$ cat config.mk
export PLATFORM = sky130hd
export DESIGN_NAME = aurora_multi_ch_tx
export DESIGN_NICKNAME = d
export VERILOG_FILES = /design/src/rtl/aurora_multi_ch_tx.sv
export SDC_FILE = /design/constraint.sdc
export NUM_CORES = 1
export LEC_CHECK = 0
export CORE_AREA = 5 5 211 213
export DETAILED_ROUTE_END_ITERATION = 16
export DIE_AREA = 0 0 216 218
export PLACE_DENSITY_LB_ADDON = 0.05
export SETUP_SLACK_MARGIN = 0.1
export SLEW_MARGIN = 10
export SYNTH_ARGS = -nofsm -noshare
export SYNTH_HDL_FRONTEND = slang
export SYNTH_SLANG_ARGS = --single-unit
$ cat constraint.sdc
create_clock -name user_clk -period 1.88 [get_ports user_clk]
set_input_delay 0.188 -clock user_clk [delete_from_list [all_inputs] [get_ports user_clk]]
set_output_delay 0.188 -clock user_clk [all_outputs]
set_load 0.02 [all_outputs]
$ cat src/rtl/aurora_multi_ch_tx.sv
// Multi-channel Aurora AXI4-Stream transmitter: arbitrates NUM_CH packet FIFOs, prepends an
// 8-bit channel header and serialises each packet into TX_TDATA_SIZE-bit beats.
module aurora_multi_ch_tx #(
   parameter int unsigned PACKET_SIZE   = 128,
   parameter int unsigned TX_TDATA_SIZE = 32,
   parameter int unsigned COUNTER_BITS  = 2,
   parameter int unsigned NUM_CH        = 4,
   parameter int unsigned CH_BITS       = 2,
   parameter int unsigned ARB_MODE      = 0
) (
   input  logic                             user_clk,
   input  logic                             RST,
   input  logic                             start,
   input  logic [NUM_CH-1:0]                fifo_empty,
   input  logic [NUM_CH*(PACKET_SIZE-8)-1:0] fifo_dout,
   output logic [NUM_CH-1:0]                fifo_rd_en,
   input  logic                             s_axi_tx_tready,
   output logic                             s_axi_tx_tvalid,
   output logic                             s_axi_tx_tlast,
   output logic [0:TX_TDATA_SIZE-1]         s_axi_tx_tdata,
   output logic                             busy,
   output logic [15:0]                      tx_pkt_cnt
);

   localparam int unsigned BEATS = PACKET_SIZE / TX_TDATA_SIZE;
   localparam int unsigned PAY   = PACKET_SIZE - 8;

   typedef enum logic [1:0] {StIdle, StRd, StCap, StSend} state_t;

   state_t                  r_state, w_state_nxt;
   logic [CH_BITS-1:0]      r_grant, r_rr_ptr, w_sel;
   logic                    w_found;
   logic [COUNTER_BITS-1:0] r_beat_cnt;
   logic [PACKET_SIZE-1:0]  r_shift;
   logic [15:0]             r_pkt_cnt;
   logic                    w_last, w_fire;
   int unsigned             w_idx;

   // Search order starts at rr_ptr in round-robin mode, at index 0 in fixed-priority mode.
   always_comb begin
      w_sel   = '0;
      w_found = 1'b0;
      w_idx   = 0;
      for (int unsigned i = 0; i < NUM_CH; i++) begin
         if (ARB_MODE == 1) w_idx = i;
         else               w_idx = (32'(r_rr_ptr) + i) % NUM_CH;
         if (!w_found && !fifo_empty[w_idx[CH_BITS-1:0]]) begin
            w_found = 1'b1;
            w_sel   = w_idx[CH_BITS-1:0];
         end
      end
   end

   assign w_last = (r_beat_cnt == COUNTER_BITS'(BEATS - 1));
   assign w_fire = (r_state == StSend) && s_axi_tx_tready;

   always_comb begin
      w_state_nxt = r_state;
      unique case (r_state)
         StIdle:  if (start && w_found) w_state_nxt = StRd;
         StRd:    w_state_nxt = StCap;
         StCap:   w_state_nxt = StSend;
         StSend:  if (w_fire && w_last) w_state_nxt = StIdle;
         default: w_state_nxt = StIdle;
      endcase
   end

   always_comb begin
      fifo_rd_en = '0;
      if (r_state == StRd) fifo_rd_en[r_grant] = 1'b1;
      s_axi_tx_tvalid = (r_state == StSend);
      s_axi_tx_tlast  = (r_state == StSend) && w_last;
      s_axi_tx_tdata  = (r_state == StSend) ? r_shift[PACKET_SIZE-1 -: TX_TDATA_SIZE] : '0;
      busy            = (r_state != StIdle);
      tx_pkt_cnt      = r_pkt_cnt;
   end

   always_ff @(posedge user_clk) begin
      if (!RST) begin
         r_state    <= StIdle;
         r_grant    <= '0;
         r_rr_ptr   <= '0;
         r_beat_cnt <= '0;
         r_shift    <= '0;
         r_pkt_cnt  <= '0;
      end else begin
         r_state <= w_state_nxt;
         if (r_state == StIdle && start && w_found) r_grant <= w_sel;
         if (r_state == StCap) begin
            r_shift    <= {8'(r_grant), fifo_dout[32'(r_grant)*PAY +: PAY]};
            r_beat_cnt <= '0;
         end
         if (w_fire) begin
            r_shift    <= r_shift << TX_TDATA_SIZE;
            r_beat_cnt <= r_beat_cnt + 1'b1;
            if (w_last) begin
               r_pkt_cnt <= r_pkt_cnt + 16'd1;
               r_rr_ptr  <= (r_grant == CH_BITS'(NUM_CH - 1)) ? '0 : r_grant + 1'b1;
            end
         end
      end
   end

endmodule

==> reports/metrics.csv, run 1 <==
stage,metric,value,unit
grt,vias in the first global route,9676,
grt,largest net degree at the start of global routing,65,
timing,Fmax,0.570,GHz
cts,Max Buffers Root-to-Sink,2,
synthesis,count of state elements after synthesis,152,
power,Pleak,5.73,nW
run_status,status,"finished, final reports clean",
routing,Pre-antenna DRT Iters,4,
final_layout,most frequent cells in the layout,"clkdlybuf4s50_1, dfxtp_1, mux2i_1",
setup_path,CP Cell Sequence,ha_4 -> buf_4 -> buf_4 -> and4_1 -> nand2_2 -> or4_1 -> a21oi_1,
cts,cts bufs inserted,17,
placement,pre-CTS setup slack,0.0260,ns
final_layout,share of layout cells above drive strength 1,0.197,
setup_path,crit path DAT,2.10,ns
setup_path,worst path required time,2.23,ns
synthesis,asr flop ratio synth,0,
floorplanning,die area,0.0471,sq mm
synthesis,Most used DFF post-synth,dfxtp_1,
placement,HPWL Detailed,35.4,mm
routing,post-DR vias/cell,4.60,
routing,vias,9052,
power,Peak supply drop,0.836,mV
synthesis,post-synthesis cell area,0.00955,sq mm
final_layout,"commonest non-fill, non-tap cell in the layout",clkdlybuf4s50_1,
final_layout,Nets,1910,
timing,Rel. slew slack,0.589,
setup_path,kind of critical path,flop to flop,
floorplanning,die outline width,216,um
setup_path,CP max FO,5,
timing,Setup WS post-layout,0.125,ns
placement,RePlAce Congestion,0.764,
routing,violation count after the first detailed-route iteration,413,
synthesis,post-synthesis sequential area ratio,0.319,
routing,final WL,43.1,mm
floorplanning,Vert. Die Dim,218,um
cts,clk_lat worst skew,0.42,ns
setup_path,crit path capture type,flop,
timing,worst-margin pin slew,0.617,ns
timing,final hold viol count,0,
floorplanning,Initial Utilization,0.225,
cts,CTS tree,yes,
timing,clock skew,0.0106,ns
floorplanning,# rows,76,
routing,DRC errors left,0,
routing,Avg WL per Cell,21.9,um
cts,Clock Root Buffer,clkbuf_16,
grt,initial antenna violation count,0,
timing,fin crit period,1.75,ns
grt,total gr overflow,0,
setup_path,CP max stage cell,or4_1,
timing,Final setup viols,0,
cts,Worst-path clk slew,0.06,ns
synthesis,synth warn,0,
timing,period utilization,0.933,
routing,final antenna-violating net count,0,
synthesis,Mapped Cells,872,
cts,clock net sink count,152,
cts,H-tree Lvls,4,
grt,global-route wire length before repair,62.9,mm
synthesis,Post-Syn Area per Cell,10.9,sq um
synthesis,"EDFF count, synth",0,
grt,Global Route Usage Sum,0.175,
placement,IO Port Bufs,542,
job,max_cap viols,0,
synthesis,Yosys cell types,40,
final_layout,Area Overhead vs Synth,73.9,%
final_layout,fill count,4192,
timing,Slew Limit Fails,0,
setup_path,Most common cell on crit path,buf_4,
power,Power Density,818,mW/mm^2
min_path,Hold Crit Class,input pin to flop,
timing,setup TNS,0,ns
setup_path,Startpoint Class,flop,
floorplanning,Ports,543,
timing,RSZ-0062 raised after global routing,yes,
floorplanning,core area,0.0425,sq mm
setup_path,"slowest stage delay, CP",0.50,ns
synthesis,"Net Count, Synth",1371,
final_layout,n_diodes,0,
## where the power goes
part	switching (mW)	internal, mW
Combinational	2.33	3.14
Sequential	0.499	3.98
Clock	1.48	2.14
## path summary, 6_finish.rpt
path / start / endpoint / slack, ns / depth (start not counted)
max: r_state[1] / tx_pkt_cnt[14] / 0.13 / 7
min: RST / tx_pkt_cnt[4] / 0.27 / 3
max reg2reg: r_state[1] / tx_pkt_cnt[14] / 0.13 / 7
min reg2reg: r_shift[91] / r_shift[123] / 0.44 / 2
## logic make-up (layout without fill, tap and decap cells)
family                     Yosys count  in the layout  synth area share
buffers and inverters               97            648            0.0509
adders and majority gates           11             11            0.0144
DFF                                152            152             0.319
xor gates and xnor gates             9              9           0.00826
AOI/OAI and AO/OA                  208            208             0.112
and+or+nand+nor                    150            150            0.0819
muxes                              245            245             0.414
## cell type report
class / instances / area, sq um / share of cell area
repair buffers: 609 / 6120 / 0.369
multi-input cells: 623 / 6100 / 0.368
flip-flops and latches: 152 / 3050 / 0.184
well taps: 546 / 683 / 0.0412
clock buffers: 19 / 443 / 0.0267
clock inverters: 12 / 169 / 0.0102
inverters: 8 / 30.0 / 0.00181
## Yosys cell counts, types with 3 or more instances
| library cell | count | area, sq um |
|---|---|---|
| dfxtp_1 | 152 | 3040 |
| mux2i_1 | 125 | 1250 |
| mux4_2 | 120 | 2700 |
| a21oi_1 | 106 | 531 |
| o21ai_0 | 93 | 465 |
| nor2_1 | 50 | 188 |
| clkbuf_1 | 43 | 161 |
| and2_1 | 39 | 244 |
| buf_2 | 25 | 125 |
| nand2_1 | 24 | 90.1 |
| ha_1 | 11 | 138 |
| buf_4 | 8 | 60.1 |
| buf_6 | 8 | 90.1 |
| inv_1 | 8 | 30.0 |
| nand3b_1 | 7 | 52.6 |
| nand3_1 | 6 | 30.0 |
| nand4_1 | 6 | 37.5 |
| xor2_1 | 6 | 52.6 |
| buf_1 | 5 | 18.8 |
| and3_1 | 3 | 18.8 |
| xnor2_1 | 3 | 26.3 |
## flip-flops by register name, summed over array words and instances, names as in the netlist
register    flops
r_rr_ptr        2
r_shift       128
tx_pkt_cnt     16
r_beat_cnt      2
r_grant         2
r_state         2
## metrics by stage
| stage | hold slack (ns) | util | power, mW | std cells | instance area (sq um) |
|---|---|---|---|---|---|
| final | 0.271 | 0.391 | 13.6 | 1969 | 16600 |
| after global routing | 0.287 | 0.391 | 14.4 | 1969 | 16600 |
| after detailed placement | 0.445 | 0.373 | 10.0 | 1927 | 15900 |
| after CTS | 0.254 | 0.389 | 13.8 | 1966 | 16500 |
| after global placement | 0.440 | 0.373 | 9.98 | 1927 | 15900 |
| after floorplan | 0.397 | - | 7.58 | 872 | 9550 |
## critical path, delay by kind of cell, from the launching register on
family / cells / cell delay (ns)
flops: 1 / 0.36
simple gates: 3 / 0.81
fa+ha+maj: 1 / 0.17
compound gates: 1 / 0.15
buf+inv: 2 / 0.21
## metal layers
layer  GRT usage  wire length (um)  part of all wire
met5           0                 0                 0
met4      0.0318               452             0.010
met3      0.0439              2590             0.060
met2       0.299             21200              0.49
met1       0.229             18900              0.44
## repair_timing
action,CTS,global route
pin swaps,0,1
setup buffers,7,2
hold buffers,0,0
gates resized for setup,178,19
setup endpoints to repair,43,25
gates cloned,1,1
No activity file was read; power rests on OpenSTA's default activity.
==> run 2: changes to the inputs <==
--- a/config.mk
+++ b/config.mk
@@ -5,9 +5,10 @@
 export SDC_FILE = /design/constraint.sdc
 export NUM_CORES = 1
 export LEC_CHECK = 0
-export CORE_AREA = 5 5 211 213
+export ABC_AREA = 1
+export CORE_AREA = 5 5 206 208
 export DETAILED_ROUTE_END_ITERATION = 16
-export DIE_AREA = 0 0 216 218
+export DIE_AREA = 0 0 211 213
 export PLACE_DENSITY_LB_ADDON = 0.05
 export SETUP_SLACK_MARGIN = 0.1
 export SLEW_MARGIN = 10
==> run 2 against run 1 <==
  * Critical path depth is 4 higher
  * Via count rose by 46%
  * Final cell count up 38%
  * Area after synthesis increased by 4.1%
  * Wire length rose by 28%
  * Largest power group unchanged
==> reports/metrics.csv, run 2 <==
stage,metric,value,unit,change
placement,RePlAce Congestion,0.899,,was 0.764
synthesis,Yosys cell types,33,,was 40
grt,largest net degree at the start of global routing,102,,was 65
placement,area of placed instances,0.0162,sq mm,was 0.0159 sq mm
setup_path,Reg-to-Reg Start,r_state[1],,unchanged
synthesis,post-synthesis cell area,0.00994,sq mm,was 0.00955 sq mm
grt,Global Route Usage Sum,0.220,,was 0.175
final_layout,Largest register FFs,128,,unchanged
floorplanning,core area,0.0404,sq mm,was 0.0425 sq mm
routing,DRC errors left,0,,unchanged
routing,final antenna-violating net count,0,,unchanged
run_status,status,"finished, final reports clean",,unchanged
floorplanning,die outline width,211,um,was 216 um
timing,Slew Limit Fails,0,,unchanged
timing,fin crit period,1.80,ns,was 1.75 ns
setup_path,R2R depth,11,,was 7
grt,vias in the first global route,13120,,was 9676
cts,CTS tree,yes,,unchanged
cts,Max Buffers Root-to-Sink,2,,unchanged
timing,RSZ-0062 raised after global routing,yes,,unchanged
floorplanning,die area,0.0449,sq mm,was 0.0471 sq mm
final_layout,n_diodes,0,,unchanged
grt,total gr overflow,0,,unchanged
cts,H-tree Lvls,4,,unchanged
synthesis,Post-Syn Area per Cell,6.00,sq um,was 10.9 sq um
timing,setup TNS,0,ns,unchanged
timing,Final setup viols,0,,unchanged
routing,vias,13248,,was 9052
floorplanning,# rows,74,,was 76
placement,IO Port Bufs,542,,unchanged
routing,violation count after the first detailed-route iteration,805,,was 413
job,max_cap viols,0,,unchanged
floorplanning,Initial Utilization,0.246,,was 0.225
setup_path,crit path capture type,flop,,unchanged
floorplanning,Ports,543,,unchanged
final_layout,"commonest non-fill, non-tap cell in the layout",clkdlybuf4s50_1,,unchanged
setup_path,crit path DAT,2.12,ns,was 2.10 ns
synthesis,"area leader, netlist",dfxtp_1,,unchanged
setup_path,CP max stage cell,dfxtp_4,,was or4_1
routing,final WL,55.3,mm,was 43.1 mm
routing,Avg WL per Cell,20.3,um,was 21.9 um
power,Power Density,961,mW/mm^2,was 818 mW/mm^2
synthesis,most common cell in the synthesized netlist,nand2_1,,was dfxtp_1
routing,post-DR vias/cell,4.87,,was 4.60
final_layout,Area Overhead vs Synth,73.5,%,was 73.9%
final_layout,share of layout cells above drive strength 1,0.0940,,was 0.197
setup_path,Crit. Startpoint,r_state[1],,unchanged
final_layout,Finished Cell Area,0.0172,sq mm,was 0.0166 sq mm
power,Peak supply drop,0.529,mV,was 0.836 mV
cts,Clock Root Buffer,clkbuf_16,,unchanged
setup_path,Startpoint Class,flop,,unchanged
setup_path,worst path required time,2.20,ns,was 2.23 ns
synthesis,commonest cells in the netlist,"nand2_1, nor2_1, o21ai_0",,"was dfxtp_1, mux2i_1, mux4_2"
cts,clock net sink count,152,,unchanged
floorplanning,Vert. Die Dim,213,um,was 218 um
synthesis,ranking of synthesized cells by area,"dfxtp_1, nand2_1, o21ai_0",,"was dfxtp_1, mux4_2, mux2i_1"
timing,worst-margin pin slew,0.599,ns,was 0.617 ns
setup_path,worst r2r dst,tx_pkt_cnt[13],,was tx_pkt_cnt[14]
synthesis,asr flop ratio synth,0,,unchanged
synthesis,"EDFF count, synth",0,,unchanged
timing,period utilization,0.958,,was 0.933
synthesis,post-synth top area share,0.306,,was 0.319
final_layout,Nets,2677,,was 1910
cts,clk_lat worst skew,0.43,ns,was 0.42 ns
final_layout,fill count,4268,,was 4192
setup_path,kind of critical path,flop to flop,,unchanged
setup_path,Worst R2R Setup Slack,0.08,ns,was 0.13 ns
setup_path,"slowest stage delay, CP",0.37,ns,was 0.50 ns
final_layout,most frequent cells in the layout,"clkdlybuf4s50_1, nand2_1, nor2_1",,"was clkdlybuf4s50_1, dfxtp_1, mux2i_1"
synthesis,"Net Count, Synth",2156,,was 1371
grt,global-route wire length before repair,77.7,mm,was 62.9 mm
setup_path,Most common cell on crit path,nor2_4,,was buf_4
final_layout,Biggest register,r_shift,,unchanged
grt,initial antenna violation count,0,,unchanged
timing,clock skew,0.0134,ns,was 0.0106 ns
timing,Fmax,0.555,GHz,was 0.570 GHz
setup_path,CP max FO,6,,was 5
min_path,hold_sp,r_beat_cnt[0],,was RST
min_path,Hold Crit Class,flop to flop,,was input pin to flop
cts,cts bufs inserted,17,,unchanged
timing,Rel. slew slack,0.597,,was 0.589
setup_path,worst setup path end,tx_pkt_cnt[13],,was tx_pkt_cnt[14]
synthesis,Mapped Cells,1657,,was 872
power,Pleak,7.01,nW,was 5.73 nW
synthesis,count of state elements after synthesis,152,,unchanged
routing,Pre-antenna DRT Iters,5,,was 4
timing,final hold viol count,0,,unchanged
cts,Worst-path clk slew,0.07,ns,was 0.06 ns
synthesis,synth warn,0,,unchanged
setup_path,CP Cell Sequence,ha_4 -> buf_12 -> nand2_8 -> nor2_8 -> nand2_4 -> nor2_4 -> nand3_4 -> nor2_4 -> nand3_2 -> xor2_1 -> nor2_1,,was ha_4 -> buf_4 -> buf_4 -> and4_1 -> nand2_2 -> or4_1 -> a21oi_1
synthesis,post-synthesis sequential area ratio,0.306,,was 0.319
synthesis,Most used DFF post-synth,dfxtp_1,,unchanged
placement,HPWL Detailed,40.7,mm,was 35.4 mm
## run 2: where the power goes
part | leakage [nW] | internal, mW | switching [mW]
clock network | 0.282 | 1.89 | 1.52
registers | 1.24 | 4.01 | 0.525
logic | 5.49 | 3.69 | 4.92
total | 7.01 | 9.60 | 6.96
## run 2: cells by family (layout without fill, tap and decap cells)
group,count (synthesis),after routing,share of synthesized area
adder cells (fa/ha/maj),11,11,0.0139
AND/OR/NAND/NOR,731,731,0.289
XOR/XNOR,1,1,0.000882
AO/OA/AOI/OAI,522,522,0.290
flip-flops,152,152,0.306
buffers and inverters,240,774,0.0995
## run 2: how the worst min path moves through the flow
stage	to	slack (ns)	depth (start not counted)
6_report	r_beat_cnt[0]	0.47	1
5_1_grt	r_shift[126]	0.48	2
2_1_floorplan	r_beat_cnt[0]	0.43	1
3_3_place_gp	r_beat_cnt[0]	0.44	1
3_5_place_dp	r_beat_cnt[0]	0.46	1
4_1_cts	r_shift[126]	0.47	2
## run 2: critical path: cells and delay by family (launching register included)
family        cells  cell delay, ns
buf+inv           1            0.12
simple gates      8            0.90
xor+xnor          1            0.14
fa+ha+maj         1            0.17
flops             1            0.37
## run 2: stage by stage
stage	util	std cells	power (mW)	setup slack (ns)	hold WS [ns]
6_report	0.427	2723	16.6	0.0791	0.465
5_1_grt	0.427	2723	17.8	-0.0298	0.479
4_1_cts	0.415	2699	16.2	0.102	0.466
3_5_place_dp	0.401	2661	12.6	0.00220	0.461
3_3_place_gp	0.401	2661	12.5	-0.0102	0.440
2_1_floorplan	-	1657	8.81	0.134	0.433
## run 2: layer usage
metal / global-route usage / wire, um / up-vias
met5: 0 / 0 / -
met4: 0.0387 / 522 / 0
met3: 0.0502 / 3380 / 27
met2: 0.386 / 27400 / 443
met1: 0.279 / 24000 / 6194
li1: - / - / 6584
## run 2: area by class of cell
cell class,count,area (sq um),area share
clock buffers,18,439,0.0255
clock inverters,14,140,0.00813
inverters,105,413,0.0240
multi-input cells,1265,6010,0.349
flip-flops and latches,152,3060,0.177
well taps,532,666,0.0386
repair buffers,636,6500,0.377
repair inverters,1,8.76,0.000508
## run 2: timing repair
action | CTS | global route
resized for setup | 153 | 52
endpoints found under the setup margin | 47 | 90
setup buffers | 5 | 15
hold buffers | 0 | 0
gates cloned | 1 | 9
pin swaps | 1 | 14
hold endpoints to repair | 0 | 0
==> run 3: changes to the inputs <==
--- a/config.mk
+++ b/config.mk
@@ -9,9 +9,11 @@
 export CORE_AREA = 5 5 206 208
 export DETAILED_ROUTE_END_ITERATION = 16
 export DIE_AREA = 0 0 211 213
+export GPL_TIMING_DRIVEN = 1
 export PLACE_DENSITY_LB_ADDON = 0.05
 export SETUP_SLACK_MARGIN = 0.1
 export SLEW_MARGIN = 10
 export SYNTH_ARGS = -nofsm -noshare
 export SYNTH_HDL_FRONTEND = slang
 export SYNTH_SLANG_ARGS = --single-unit
+export TNS_END_PERCENT = 10
==> constraint.sdc (replaced) <==
create_clock -name user_clk -period 1.88 [get_ports user_clk]
set_input_delay 0.376 -clock user_clk [delete_from_list [all_inputs] [get_ports user_clk]]
set_output_delay 0.376 -clock user_clk [all_outputs]
set_load 0.02 [all_outputs]
==> run 3 against run 2 <==
  * Power increased by 1.2%
  * Final area is 1.5% higher
  * Final cell count is 0.22% higher
  * Sequential power about the same
  * The flow now finishes with violations (negative setup slack)
  * Largest cell class unchanged
  * Worst setup slack got worse by 0.13 ns
  * Critical path type is now flop to output port
  * Sequential cell count did not move
==> reports/metrics.csv, run 3 (synthesis gave the netlist of run 2 again) <==
stage,metric,value,unit,change
floorplanning,# rows,74,,unchanged
placement,placed cells,2674,,was 2661
final_layout,most frequent cells in the layout,"clkdlybuf4s50_1, nand2_1, nor2_1",,unchanged
power,Peak supply drop,0.687,mV,was 0.529 mV
cts,Clock Root Buffer,clkbuf_16,,unchanged
min_path,hold_sp,r_shift[93],,was r_beat_cnt[0]
floorplanning,core area,0.0404,sq mm,unchanged
final_layout,"commonest non-fill, non-tap cell in the layout",clkdlybuf4s50_1,,unchanged
grt,largest net degree at the start of global routing,79,,was 102
timing,fin crit period,1.93,ns,was 1.80 ns
timing,final hold viol count,0,,unchanged
timing,RSZ-0062 raised after global routing,yes,,unchanged
timing,Rel. slew slack,0.706,,was 0.597
setup_path,crit path capture type,output port,,was flop
cts,Worst-path clk slew,0.07,ns,about the same
routing,violation count after the first detailed-route iteration,834,,was 805
floorplanning,Ports,543,,unchanged
cts,H-tree Lvls,4,,unchanged
routing,vias,13144,,was 13248
run_status,status,"complete, but fails checks",,"was finished, final reports clean"
placement,IO Port Bufs,542,,unchanged
setup_path,Worst R2R Setup Slack,0.01,ns,was 0.08 ns
final_layout,share of layout cells above drive strength 1,0.118,,was 0.0940
final_layout,Final Non-Filler Cells,2729,,was 2723
placement,RePlAce Congestion,0.875,,was 0.899
timing,Slew Limit Fails,0,,unchanged
placement,area of placed instances,0.0163,sq mm,was 0.0162 sq mm
grt,Global Route Usage Sum,0.217,,was 0.220
placement,HPWL Detailed,40.5,mm,was 40.7 mm
setup_path,worst r2r dst,tx_pkt_cnt[14],,was tx_pkt_cnt[13]
floorplanning,Initial Utilization,0.246,,unchanged
final_layout,n_diodes,0,,unchanged
grt,vias in the first global route,12900,,was 13120
setup_path,CP max FO,7,,was 6
setup_path,kind of critical path,flop to output port,,was flop to flop
grt,global-route wire length before repair,76.5,mm,was 77.7 mm
routing,final WL,53.5,mm,was 55.3 mm
final_layout,Nets,2683,,was 2677
final_layout,fill count,4324,,was 4268
final_layout,Area Overhead vs Synth,76.1,%,was 73.5%
min_path,hold depth,2,,was 1
timing,clock skew,0.0128,ns,was 0.0134 ns
cts,CTS tree,yes,,unchanged
routing,post-DR vias/cell,4.82,,was 4.87
timing,Hold Slack,0.468,ns,was 0.465 ns
final_layout,Biggest register,r_shift,,unchanged
min_path,Hold Crit Class,flop to flop,,unchanged
cts,cts bufs inserted,17,,unchanged
grt,initial antenna violation count,0,,unchanged
routing,DRC errors left,0,,unchanged
timing,Final setup viols,26,,was 0
timing,worst-margin pin slew,0.441,ns,was 0.599 ns
floorplanning,die outline width,211,um,unchanged
power,Pleak,7.09,nW,was 7.01 nW
routing,Avg WL per Cell,19.6,um,was 20.3 um
routing,final antenna-violating net count,0,,unchanged
job,max_cap viols,0,,unchanged
cts,Max Buffers Root-to-Sink,2,,unchanged
timing,Fmax,0.519,GHz,was 0.555 GHz
setup_path,Reg-to-Reg Start,r_state[0],,was r_state[1]
setup_path,R2R depth,11,,unchanged
floorplanning,die area,0.0449,sq mm,unchanged
timing,setup TNS,-0.519,ns,was 0 ns
run_status,failing checks,negative setup slack,,
grt,total gr overflow,0,,unchanged
timing,Setup WS post-layout,-0.0462,ns,was 0.0791 ns
cts,clock net sink count,152,,unchanged
final_layout,Largest register FFs,128,,unchanged
min_path,hold worst-path end,r_shift[125],,was r_beat_cnt[0]
routing,Pre-antenna DRT Iters,5,,unchanged
timing,period utilization,1.02,,was 0.958
setup_path,worst path required time,1.50,ns,was 2.20 ns
cts,clk_lat worst skew,0.43,ns,about the same
setup_path,crit path DAT,1.55,ns,was 2.12 ns
power,Power Density,958,mW/mm^2,was 961 mW/mm^2
floorplanning,Vert. Die Dim,213,um,unchanged
final_layout,Finished Cell Area,0.0175,sq mm,was 0.0172 sq mm
final_layout,post-layout util,0.434,,was 0.427
setup_path,Startpoint Class,flop,,unchanged
-- run 3: cell types whose count changed in the layout (fill, tap and decap cells not counted), moves of 5 or more --
cell	change
buf_6	+35
nand2_1	-26
nand2_2	+23
buf_2	-21
inv_1	-21
inv_2	+20
dlygate4sd2_1	+16
clkdlybuf4s50_1	-13
buf_4	-8
o21ai_0	+5
o21ai_1	-5
-- run 3: area by class of cell --
type / count / area, sq um / share of cell area
clock buffer: 18 / 429 / 0.0245
clock inverter: 14 / 133 / 0.00758
inverter: 105 / 412 / 0.0235
multi-input combinational: 1265 / 6090 / 0.348
sequential: 152 / 3060 / 0.175
tap: 532 / 666 / 0.0380
timing repair buffer: 643 / 6710 / 0.383
-- run 3: per-stage QoR --
step / power, mW / worst slack [ns]
final: 16.8 / -0.0462
after global placement: 12.6 / -0.162
after global routing: 18.0 / -0.0935
after CTS: 16.3 / -0.0674
after floorplan: 8.81 / 0.134
after detailed placement: 12.7 / -0.173
-- run 3: worst max path at each step --
stage / start / slack (ns) / cells after the start / end
2_1_floorplan: r_state[0] / 0.13 / 11 / tx_pkt_cnt[14]
3_3_place_gp: s_axi_tx_tready / -0.16 / 10 / tx_pkt_cnt[14]
3_5_place_dp: s_axi_tx_tready / -0.17 / 10 / tx_pkt_cnt[14]
4_1_cts: r_state[1] / -0.07 / 6 / s_axi_tx_tdata[27]
5_1_grt: r_state[0] / -0.09 / 6 / s_axi_tx_tdata[27]
6_report: r_state[0] / -0.05 / 6 / s_axi_tx_tdata[10]
-- run 3: layer usage --
metal,global-route usage,part of all wire,vias to the layer above
li1,-,-,6603
met1,0.279,0.44,6041
met2,0.375,0.49,454
met3,0.0492,0.062,46
met4,0.0461,0.016,0
met5,0,0,-
-- run 3: critical path, cell delays in order (launching register included) --
cell,delay [ns]
dfxtp_4,0.37
ha_4,0.24
buf_12,0.15
buf_16,0.15
nand2_2,0.06
inv_2,0.05
buf_6,0.11
-- run 3: timing repair --
item / in CTS / in global routing
hold endpoints to repair: 0 / 0
hold buffers: 0 / 0
buffers inserted: 3 / 10
endpoints found under the setup margin: 73 / 144
gates resized for setup: 256 / 39
gates cloned: 3 / 7
pin swaps: 13 / 34
-- run 3: power breakdown --
part	leakage (nW)	total (mW)	switching, mW	internal [mW]
clock network	0.269	3.31	1.56	1.75
registers	1.24	4.55	0.537	4.01
logic	5.58	8.91	4.98	3.92
